`src/rtl/shift_cmd_pkg.sv`:
```
// Shared definitions for the shift-register command sequencer.
//   OP_*   : command opcodes carried in cmd_op
//   S_*    : sequencer FSM state encodings
//   CNT_W  : width of the shift repeat count
//   CMD_W  : width of one packed FIFO record {op, data, count} at the default WIDTH
package shift_cmd_pkg;

   localparam logic [1:0] OP_NOP  = 2'd0;
   localparam logic [1:0] OP_LOAD = 2'd1;
   localparam logic [1:0] OP_SHL  = 2'd2;
   localparam logic [1:0] OP_SHR  = 2'd3;

   localparam logic [0:0] S_IDLE = 1'b0;
   localparam logic [0:0] S_EXEC = 1'b1;

   localparam int unsigned CNT_W = 4;

   // Packed record width for a given data width: op + data + count.
   function automatic int unsigned cmd_w(input int unsigned width);
      return 2 + width + CNT_W;
   endfunction

   localparam int unsigned CMD_W = 2 + 4 + CNT_W;

endpackage

```
`src/rtl/shift_cmd_sequencer_fifo.sv`:
```
// Synchronous command FIFO, DEPTH entries of W bits.
// Ports:
//   i_clk, i_reset : clock, asynchronous active-high reset
//   i_flush        : synchronous clear of both pointers
//   i_push/i_wdata : write one entry (ignored when full)
//   i_pop/o_rdata  : o_rdata shows the head; i_pop consumes it (ignored when empty)
//   o_full/o_empty : occupancy flags
module cmd_fifo #(
   parameter int unsigned W     = 10,
   parameter int unsigned DEPTH = 4
) (
   input  logic         i_clk,
   input  logic         i_reset,
   input  logic         i_flush,
   input  logic         i_push,
   input  logic [W-1:0] i_wdata,
   input  logic         i_pop,
   output logic [W-1:0] o_rdata,
   output logic         o_full,
   output logic         o_empty
);

   localparam int unsigned AW = $clog2(DEPTH);

   logic [W-1:0] r_mem [DEPTH];
   // Extra MSB distinguishes full (MSBs differ) from empty (equal).
   logic [AW:0]  r_wr_ptr;
   logic [AW:0]  r_rd_ptr;
   logic         w_do_push;
   logic         w_do_pop;

   assign o_empty   = (r_wr_ptr == r_rd_ptr);
   assign o_full    = (r_wr_ptr[AW] != r_rd_ptr[AW]) &&
                      (r_wr_ptr[AW-1:0] == r_rd_ptr[AW-1:0]);
   assign w_do_push = i_push && !o_full;
   assign w_do_pop  = i_pop && !o_empty;
   assign o_rdata   = r_mem[r_rd_ptr[AW-1:0]];

   always_ff @(posedge i_clk or posedge i_reset) begin
      if (i_reset) begin
         r_wr_ptr <= '0;
         r_rd_ptr <= '0;
      end else if (i_flush) begin
         r_wr_ptr <= '0;
         r_rd_ptr <= '0;
      end else begin
         if (w_do_push) r_wr_ptr <= r_wr_ptr + 1'b1;
         if (w_do_pop)  r_rd_ptr <= r_rd_ptr + 1'b1;
      end
   end

   // Storage needs no reset: entries are only read between push and pop.
   always_ff @(posedge i_clk) begin
      if (w_do_push && !i_flush) r_mem[r_wr_ptr[AW-1:0]] <= i_wdata;
   end

endmodule

```
`src/rtl/shift_cmd_sequencer.sv`:
```
// Command sequencer feeding a 4-bit shift register's d_in/ld/sl/sr inputs.
// Ports:
//   i_clk, i_reset       : clock, asynchronous active-high reset
//   i_flush              : drop all queued commands and abort the running one
//   i_cmd_valid/o_cmd_ready, i_cmd_op, i_cmd_data, i_cmd_count : command push
//   o_d_in               : last LOAD value
//   o_ld, o_sl, o_sr     : one-cycle control pulses, mutually exclusive
//   o_busy               : executing or commands pending
//   o_done               : pulse in the final cycle of each command
module shift_cmd_sequencer
   import shift_cmd_pkg::*;
#(
   parameter int unsigned WIDTH = 4,
   parameter int unsigned DEPTH = 4
) (
   input  logic             i_clk,
   input  logic             i_reset,
   input  logic             i_flush,
   input  logic             i_cmd_valid,
   output logic             o_cmd_ready,
   input  logic [1:0]       i_cmd_op,
   input  logic [WIDTH-1:0] i_cmd_data,
   input  logic [CNT_W-1:0] i_cmd_count,
   output logic [WIDTH-1:0] o_d_in,
   output logic             o_ld,
   output logic             o_sl,
   output logic             o_sr,
   output logic             o_busy,
   output logic             o_done
);

   localparam int unsigned CW = cmd_w(WIDTH);

   logic [0:0]       r_state;
   logic [1:0]       r_op;
   logic [CNT_W-1:0] r_cnt;
   logic [WIDTH-1:0] r_d_in;

   logic             w_full;
   logic             w_empty;
   logic             w_push;
   logic             w_pop;
   logic [CW-1:0]    w_wdata;
   logic [CW-1:0]    w_head;
   logic [1:0]       w_head_op;
   logic [WIDTH-1:0] w_head_data;
   logic [CNT_W-1:0] w_head_cnt;
   logic             w_exec;
   logic             w_last;

   // A flush discards any push in the same cycle and blocks the pop.
   assign w_push  = i_cmd_valid && !w_full && !i_flush;
   assign w_pop   = (r_state == S_IDLE) && !w_empty && !i_flush;
   assign w_wdata = {i_cmd_op, i_cmd_data, i_cmd_count};

   assign w_head_op   = w_head[CW-1 -: 2];
   assign w_head_data = w_head[CNT_W +: WIDTH];
   assign w_head_cnt  = w_head[CNT_W-1:0];

   cmd_fifo #(
      .W     (CW),
      .DEPTH (DEPTH)
   ) u_fifo (
      .i_clk   (i_clk),
      .i_reset (i_reset),
      .i_flush (i_flush),
      .i_push  (w_push),
      .i_wdata (w_wdata),
      .i_pop   (w_pop),
      .o_rdata (w_head),
      .o_full  (w_full),
      .o_empty (w_empty)
   );

   // NOP/LOAD take one EXEC cycle; shifts end on the pulse with count 1, or at once for count 0.
   assign w_exec = (r_state == S_EXEC);
   assign w_last = (r_op == OP_NOP) || (r_op == OP_LOAD) || (r_cnt <= 4'd1);

   always_ff @(posedge i_clk or posedge i_reset) begin
      if (i_reset) begin
         r_state <= S_IDLE;
         r_op    <= OP_NOP;
         r_cnt   <= '0;
         r_d_in  <= '0;
      end else if (i_flush) begin
         r_state <= S_IDLE;
         r_cnt   <= '0;
      end else begin
         case (r_state)
            S_IDLE: begin
               if (w_pop) begin
                  r_op    <= w_head_op;
                  r_cnt   <= w_head_cnt;
                  if (w_head_op == OP_LOAD) r_d_in <= w_head_data;
                  r_state <= S_EXEC;
               end
            end
            S_EXEC: begin
               if (r_cnt != '0) r_cnt <= r_cnt - 1'b1;
               if (w_last)      r_state <= S_IDLE;
            end
            default: r_state <= S_IDLE;
         endcase
      end
   end

   // Outputs decode registered state only.
   assign o_d_in      = r_d_in;
   assign o_ld        = w_exec && (r_op == OP_LOAD);
   assign o_sl        = w_exec && (r_op == OP_SHL) && (r_cnt != '0);
   assign o_sr        = w_exec && (r_op == OP_SHR) && (r_cnt != '0);
   assign o_done      = w_exec && w_last;
   assign o_busy      = w_exec || !w_empty;
   assign o_cmd_ready = !w_full;

endmodule

```
`config.mk`:
```
export PLATFORM = sky130hd
export DESIGN_NAME = shift_cmd_sequencer
export DESIGN_NICKNAME = d
export VERILOG_FILES = /design/src/rtl/shift_cmd_pkg.sv /design/src/rtl/shift_cmd_sequencer_fifo.sv /design/src/rtl/shift_cmd_sequencer.sv
export SDC_FILE = /design/constraint.sdc
export NUM_CORES = 1
export LEC_CHECK = 0
export CAP_MARGIN = 20
export CORE_MARGIN = 1.5
export CORE_UTILIZATION = 25
export DETAILED_ROUTE_END_ITERATION = 10
export GPL_ROUTABILITY_DRIVEN = 0
export SETUP_SLACK_MARGIN = 0.1
export SKIP_LAST_GASP = 1
export SLEW_MARGIN = 20
export SYNTH_ARGS = -nofsm -noshare
export SYNTH_HDL_FRONTEND = slang
export SYNTH_SLANG_ARGS = --single-unit
export TNS_END_PERCENT = 30
```
`constraint.sdc`:
```
create_clock -name i_clk -period 2.5 [get_ports i_clk]
set_input_delay 0.625 -clock i_clk [delete_from_list [all_inputs] [get_ports i_clk]]
set_output_delay 0.625 -clock i_clk [all_outputs]
set_load 0.01 [all_outputs]
```
Word level (Yosys, flattened, before mapping)
Memory sizes are Yosys's and may differ from the RTL's.
Index checks and enable logic that the tools add are counted.
{"block": "totals", "register_bits": 17, "mem_bits_rw": 40, "input_bits": 14, "word_cells": 63, "n_memories": 1}
{"name": "u_fifo.r_mem", "words": 4, "word_bits": 10, "rd": 1, "rd_ports_with_merged_regs": 0, "write_ports": 1, "line_no": "shift_cmd_sequencer_fifo.sv:25", "source": "logic [W-1:0] r_mem [DEPTH];"}
{"block": "classes", "addsub": 3, "magnitude_cmp": 1, "n_eq_ne": 9, "muxes": 14, "bitwise": 2, "reduce_logical": 27}
{"cell": "logical AND 1 bit", "count": 14}
{"cell": "2-to-1 mux 3 bit", "count": 4}
{"cell": "2-to-1 mux 4 bit", "count": 3}
{"cell": "case mux 4 bit (2 select lines)", "count": 1}
{"cell": "adder 3 x 1 -> 3 bit (second input constant)", "count": 2}
{"cell": "!= test 3 x 2 -> 1 bit (second input constant)", "count": 2}
{"cell": "2-to-1 mux 1 bit", "count": 5}
{"cell": "== test 2 x 1 -> 1 bit (second input constant)", "count": 2}
{"cell": "== test 2 bit (second input constant)", "count": 2}
{"cell": "less-or-equal comparator 4 x 1 -> 1 bit (second input constant)", "count": 1}
{"cell": "AND reduction 4 bit", "count": 1}
{"cell": "nonzero test 2 bit", "count": 2}
{"cell": "nonzero test 4 bit", "count": 1}
{"cell": "subtractor 4 x 1 -> 4 bit (second input constant)", "count": 1}
{"cell": "== test 3 bit", "count": 1}
{"cell": "logical NOT 1 bit", "count": 3}
{"cell": "logical OR 1 bit", "count": 3}
{"cell": "AND reduction 3 bit", "count": 1}
{"cell": "== test 2 bit", "count": 1}
{"cell": "logical NOT 2 bit", "count": 1}
{"cell": "inverter 1 bit", "count": 2}
{"cell": "case mux 1 bit (2 select lines)", "count": 1}
{"cell": "AND reduction 2 bit", "count": 1}
{"cell": "!= test 1 bit", "count": 1}

Depth between registers and ports, before layout
Gate-level depths: netlist of the first run.
{"block": "depth", "depth_word": 9, "mapped_depth": 6}

Hierarchy
A second synthesis of the first run with hierarchy kept.
{"block": "hier_totals", "cells_unflattened": 183, "hier_area_um2": 2707.6}
{"module": "cmd_fifo", "n_inst": 1, "cells_per_inst": 118, "area_each_um2": 2021.9}
{"module": "shift_cmd_sequencer", "n_inst": 1, "cells_per_inst": 65, "area_each_um2": 685.7}

Least setup slack after synthesis of the first run
Ideal clock, no wire load.
{"block": "synth_path", "path_type": "register -> output", "startpoint": "reg u_fifo.r_rd_ptr[0]", "endpoint": "out o_busy", "arrival_time_ns": 1.220, "required_ns": 1.875, "slack_ns": 0.655, "stages_incl_launch_ff": 5, "n_path_buf": 1, "path_cell_list": "dfrtp_1 -> buf_6 -> xor2_2 -> nor4_2 -> inv_1"}
{"block": "synth_between", "elab_chain_len": 3}
{"element": "start: declaration", "line_no": "shift_cmd_sequencer_fifo.sv:28", "source": "logic [AW:0] r_rd_ptr;"}
{"element": "start signal: assignment", "line_no": "shift_cmd_sequencer_fifo.sv:48", "source": "if (w_do_pop) r_rd_ptr <= r_rd_ptr + 1'b1;"}
{"element": "== test 3 bit", "line_no": "shift_cmd_sequencer_fifo.sv:32", "source": "assign o_empty = (r_wr_ptr == r_rd_ptr);"}
{"element": "logical NOT 1 bit", "line_no": "shift_cmd_sequencer.sv:113", "source": "assign o_busy = w_exec || !w_empty;"}
{"element": "logical OR 1 bit", "line_no": "shift_cmd_sequencer.sv:113"}
{"element": "end: declaration", "line_no": "shift_cmd_sequencer.sv:28", "source": "output logic o_busy,"}
No other way between the ends.

Final worst setup path of the first run
{"block": "layout_path", "startpoint": "reg r_cnt[0]", "endpoint": "out o_sl"}
{"block": "layout_between", "elab_chain_len": 2}
{"element": "start: declaration", "line_no": "shift_cmd_sequencer.sv:36", "source": "logic [CNT_W-1:0] r_cnt;"}
{"element": "start signal: assignment", "line_no": "shift_cmd_sequencer.sv:93", "source": "r_cnt <= w_head_cnt;"}
{"element": "start signal: assignment", "line_no": "shift_cmd_sequencer.sv:99", "source": "if (r_cnt != '0) r_cnt <= r_cnt - 1'b1;"}
{"element": "nonzero test 4 bit", "line_no": "shift_cmd_sequencer.sv:110", "source": "assign o_sl = w_exec && (r_op == OP_SHL) && (r_cnt != '0);"}
{"element": "logical AND 1 bit", "line_no": "shift_cmd_sequencer.sv:110"}
{"element": "end: declaration", "line_no": "shift_cmd_sequencer.sv:26", "source": "output logic o_sl,"}
No other way between the ends.

==> summary.md, run 1 <==
| Metric | Value |
|---|---|
| Crit share post-route | `100%` |
| DP HPWL | `~3200 um` |
| FMAX | `~400 MHz` |
| Initial antenna violation count | `0` |
| Detailed router's first-iteration violation count | `78` |
| Largest net degree at the start of global routing | `18` |
| Total Wirelength | `4560 um` |
| CTS H-tree lvls | `3` |
| Placed cell areas | `around 3000 um2` |
| Gr ovfl total | `0` |
| Area growth syn-to-layout | `27.7%` |
| Power density over cell area | `around 1000 nW/um2` |
| Max Clock Skew | `0.00817 ns` |
| Share of post-route cells with drive strength above 1 | `around a quarter` |
| WHS Path Cells | `1` |
| Synth cell types | `39` |
| Hold_buf cts | `0` |
| Worst-case clock buffer depth | `2` |
| Clk sinks | `57` |
| Failing checks | `negative setup slack` |
| Initial core utilization | `roughly 26%` |
| CTS tree | `yes` |
| Hold Crit Start | `o_d_in[1]` |
| Pre-CTS WS | `roughly 0.21 ns` |
| Footprint of the multi-input gates | `858 um2` |
| Critical path data required time | `1.88 ns` |
| Max stage delay on crit path | `roughly 0.54 ns` |
| Hold Violations, Final | `0` |
| CTS Buf Count | `9` |
| Io pins | `24` |
| Final setup fails | `2` |
| Critical Path, Cell by Cell | `inv_1, ha_1, nand2_1, nand3_1, nor2_1, clkdlybuf4s50_1` |
| Fin crit period | `approximately 2.5 ns` |
| R2R setup slack | `0.43 ns` |
| Max_slew headroom | `between 50% and 60%` |
| Critical Path AT | `about 1.9 ns` |
| Avg Cell Area, Syn | `between 15 and 20 um2` |
| Clock Latency Late Sink | `around 0.32 ns` |
| Hold Path Sink | `o_d_in[1]` |
| RSZ-0062 raised after global routing | `yes` |
| Worst r2r dst | `o_d_in[2]` |
| CTS resizes | `5` |
| Postcts setup bufs | `0` |
| Final instance area | `3230 um2` |
| Main area contributors after synthesis | `edfxtp_1 48%, dfrtp_1 17%, mux4_2 8.9%` |
| Slew Limit Fails | `0` |
| Synthesized area | `2530 um2` |
| WS Path Type | `flop to output pin` |
| Hold crit path type | `flop to flop` |
| Finished Core Util | `~33%` |
| Filler cells | `a little under 1000` |
| Commonest non-fill, non-tap cells in the layout | `40 x edfxtp_1, 21 x clkdlybuf4s50_1, 16 x dfrtp_1` |
| Max Fanout on Critical Path | `4` |
| Drc violations | `0` |
| Maximum vdd drop | `between 0.0003 and 0.0004 V` |
| Worst Path Buf+Inv | `2` |
| Worst r2r src | `u_fifo.r_rd_ptr[0]` |
| Post-Syn Instances | `around 160` |
| Synth Net Count | `180` |
| Critical-path top delay cell | `clkdlybuf4s50_1` |
| Drt pass-1 iters | `4` |
| Worst Max-Slew Pin Slew | `between 0.6 and 0.7 ns` |
| Leak | `roughly 1.2 nW` |
| Antenna Violating Nets Remaining | `0` |
| Die area | `between 10000 and 15000 um2` |
| CTS root buffer | `clkbuf_8` |
| I/O Buffers | `23` |
| Number of global-route vias before repair | `1415` |
| Reg area | `1630 um2` |
| Final worst slack | `-0.00700 ns` |
| Synth area leader | `edfxtp_1` |
| Row cnt | `36` |
| Core Box Area | `9770 um2` |
| #FFs+latches synth | `57` |
| GRT Util Overall | `under 10%` |
| Crit end category | `output pin` |
| Fin Hold WS | `between 0.5 and 0.6 ns` |
| Max-Cap Viols | `0` |
| DR vias | `1380` |
| WL/cell | `around 14 um` |
| Kind of cell adding the most delay to the critical path | `buffers and inverters` |
| Synthesis warning total | `0` |
| ANT cells | `0` |
| DR vias/cell | `about 4` |
| Most common cell after layout, fill and taps aside | `edfxtp_1` |
| Post-synthesis sequential area ratio | `64.4%` |
| Clock slew at reported path FFs | `approximately 0.06 ns` |
| First-pass GRT wire length | `7530 um` |
| Status | `finished, violations left` |
| Die Wd | `around 100 um` |
| Worst r2r path cells | `5` |
| Die Height | `approximately 100 um` |
| Crit start category | `flop` |
| Top cell type's share of synthesized area | `between 40% and 50%` |
| # nets final | `220` |
## worst max path at each step
stage | from | to | slack (ns) | depth (start not counted)
finish | r_cnt[0] | o_sl | -0.007 | 6
global route | r_cnt[0] | o_sl | -0.12 | 6
CTS | r_cnt[0] | o_done | -0.05 | 5
detailed placement | u_fifo.r_wr_ptr[0] | o_busy | 0.21 | 4
global placement | u_fifo.r_wr_ptr[0] | o_busy | 0.22 | 4
floorplan | u_fifo.r_rd_ptr[0] | o_busy | 0.65 | 4
## state kept, by name, indices dropped and copies added (netlist names)
signal / count
u_fifo.r_wr_ptr: 3
u_fifo.r_mem: 40
o_d_in: 4
r_op: 2
u_fifo.r_rd_ptr: 3
r_state: 1
r_cnt: 4
## through the flow
| stage | power (W) | setup TNS, ns | instances |
|---|---|---|---|
| floorplan | 0.00192 | 0 | 158 |
| global placement | 0.00226 | 0 | 320 |
| detailed placement | 0.00227 | 0 | 320 |
| CTS | 0.00331 | -0.0882 | 335 |
| global route | 0.00347 | -0.250 | 335 |
| finish | 0.00326 | -0.00954 | 335 |
## power breakdown
| group | internal [W] | total [W] | switching (W) | leakage, nW |
|---|---|---|---|---|
| Clock | 0.000656 | 0.00101 | 0.000349 | 0.109 |
| Sequential | 0.00114 | 0.00123 | 0.0000986 | 0.581 |
| Combinational | 0.000522 | 0.00102 | 0.000496 | 0.492 |
## layer usage
| metal | vias to the layer above | global-route usage, % | wire, um |
|---|---|---|---|
| li1 | 674 | - | - |
| met1 | 678 | 11.6 | 2120 |
| met2 | 24 | 14.4 | 2200 |
| met3 | 4 | 4.47 | 201 |
| met4 | 0 | 2.38 | 31 |
| met5 | - | 0 | 0 |
## synth_stat cells, drive strengths merged
cell,number
a21boi,1
nor4,2
a31oi,1
o31ai,1
nand2,6
o21ai,3
a2111oi,1
o311ai,1
xnor2,5
nor3b,1
mux2i,2
mux4,10
a21oi,5
a21o,1
a311oi,1
dfrtp,17
a41oi,1
xor2,4
and2,4
a31o,1
nand3,5
nor3,2
nor2,11
inv,9
buf,2
nand3b,1
mux2,6
a211oi,1
a32oi,1
nand2b,1
and2b,1
clkbuf,2
edfxtp,40
ha,8
## cell type report
| type | instances | area share [%] |
|---|---|---|
| Clock inverter | 5 | 3.26 |
| Multi-Input combinational cell | 88 | 26.6 |
| Clock buffer | 10 | 3.96 |
| Timing Repair Buffer | 33 | 9.50 |
| Sequential cell | 57 | 50.5 |
| Inverter | 9 | 1.05 |
| Tap cell | 133 | 5.16 |
## cell families (layout without fill, tap and decap cells)
kind of cell	Yosys count	after routing	synth area share, %
DFF	57	57	64.4
and+or+nand+nor	34	34	7.08
buffers and inverters	13	57	2.28
adders and majority gates	8	8	3.96
xor gates and xnor gates	9	9	3.42
muxes	18	18	13.0
AOI/OAI and AO/OA	19	19	5.89
Note: power is estimated with default switching activity, not from simulation.
==> run 2, diff against run 1 <==
--- a/config.mk
+++ b/config.mk
@@ -8,6 +8,7 @@
 export CAP_MARGIN = 20
 export CORE_MARGIN = 1.5
 export CORE_UTILIZATION = 25
+export CTS_CLUSTER_DIAMETER = 40
 export DETAILED_ROUTE_END_ITERATION = 10
 export GPL_ROUTABILITY_DRIVEN = 0
 export SETUP_SLACK_MARGIN = 0.1
==> results of run 2 <==
No change in the layout: final DEF, timing and power equal those of run 1.
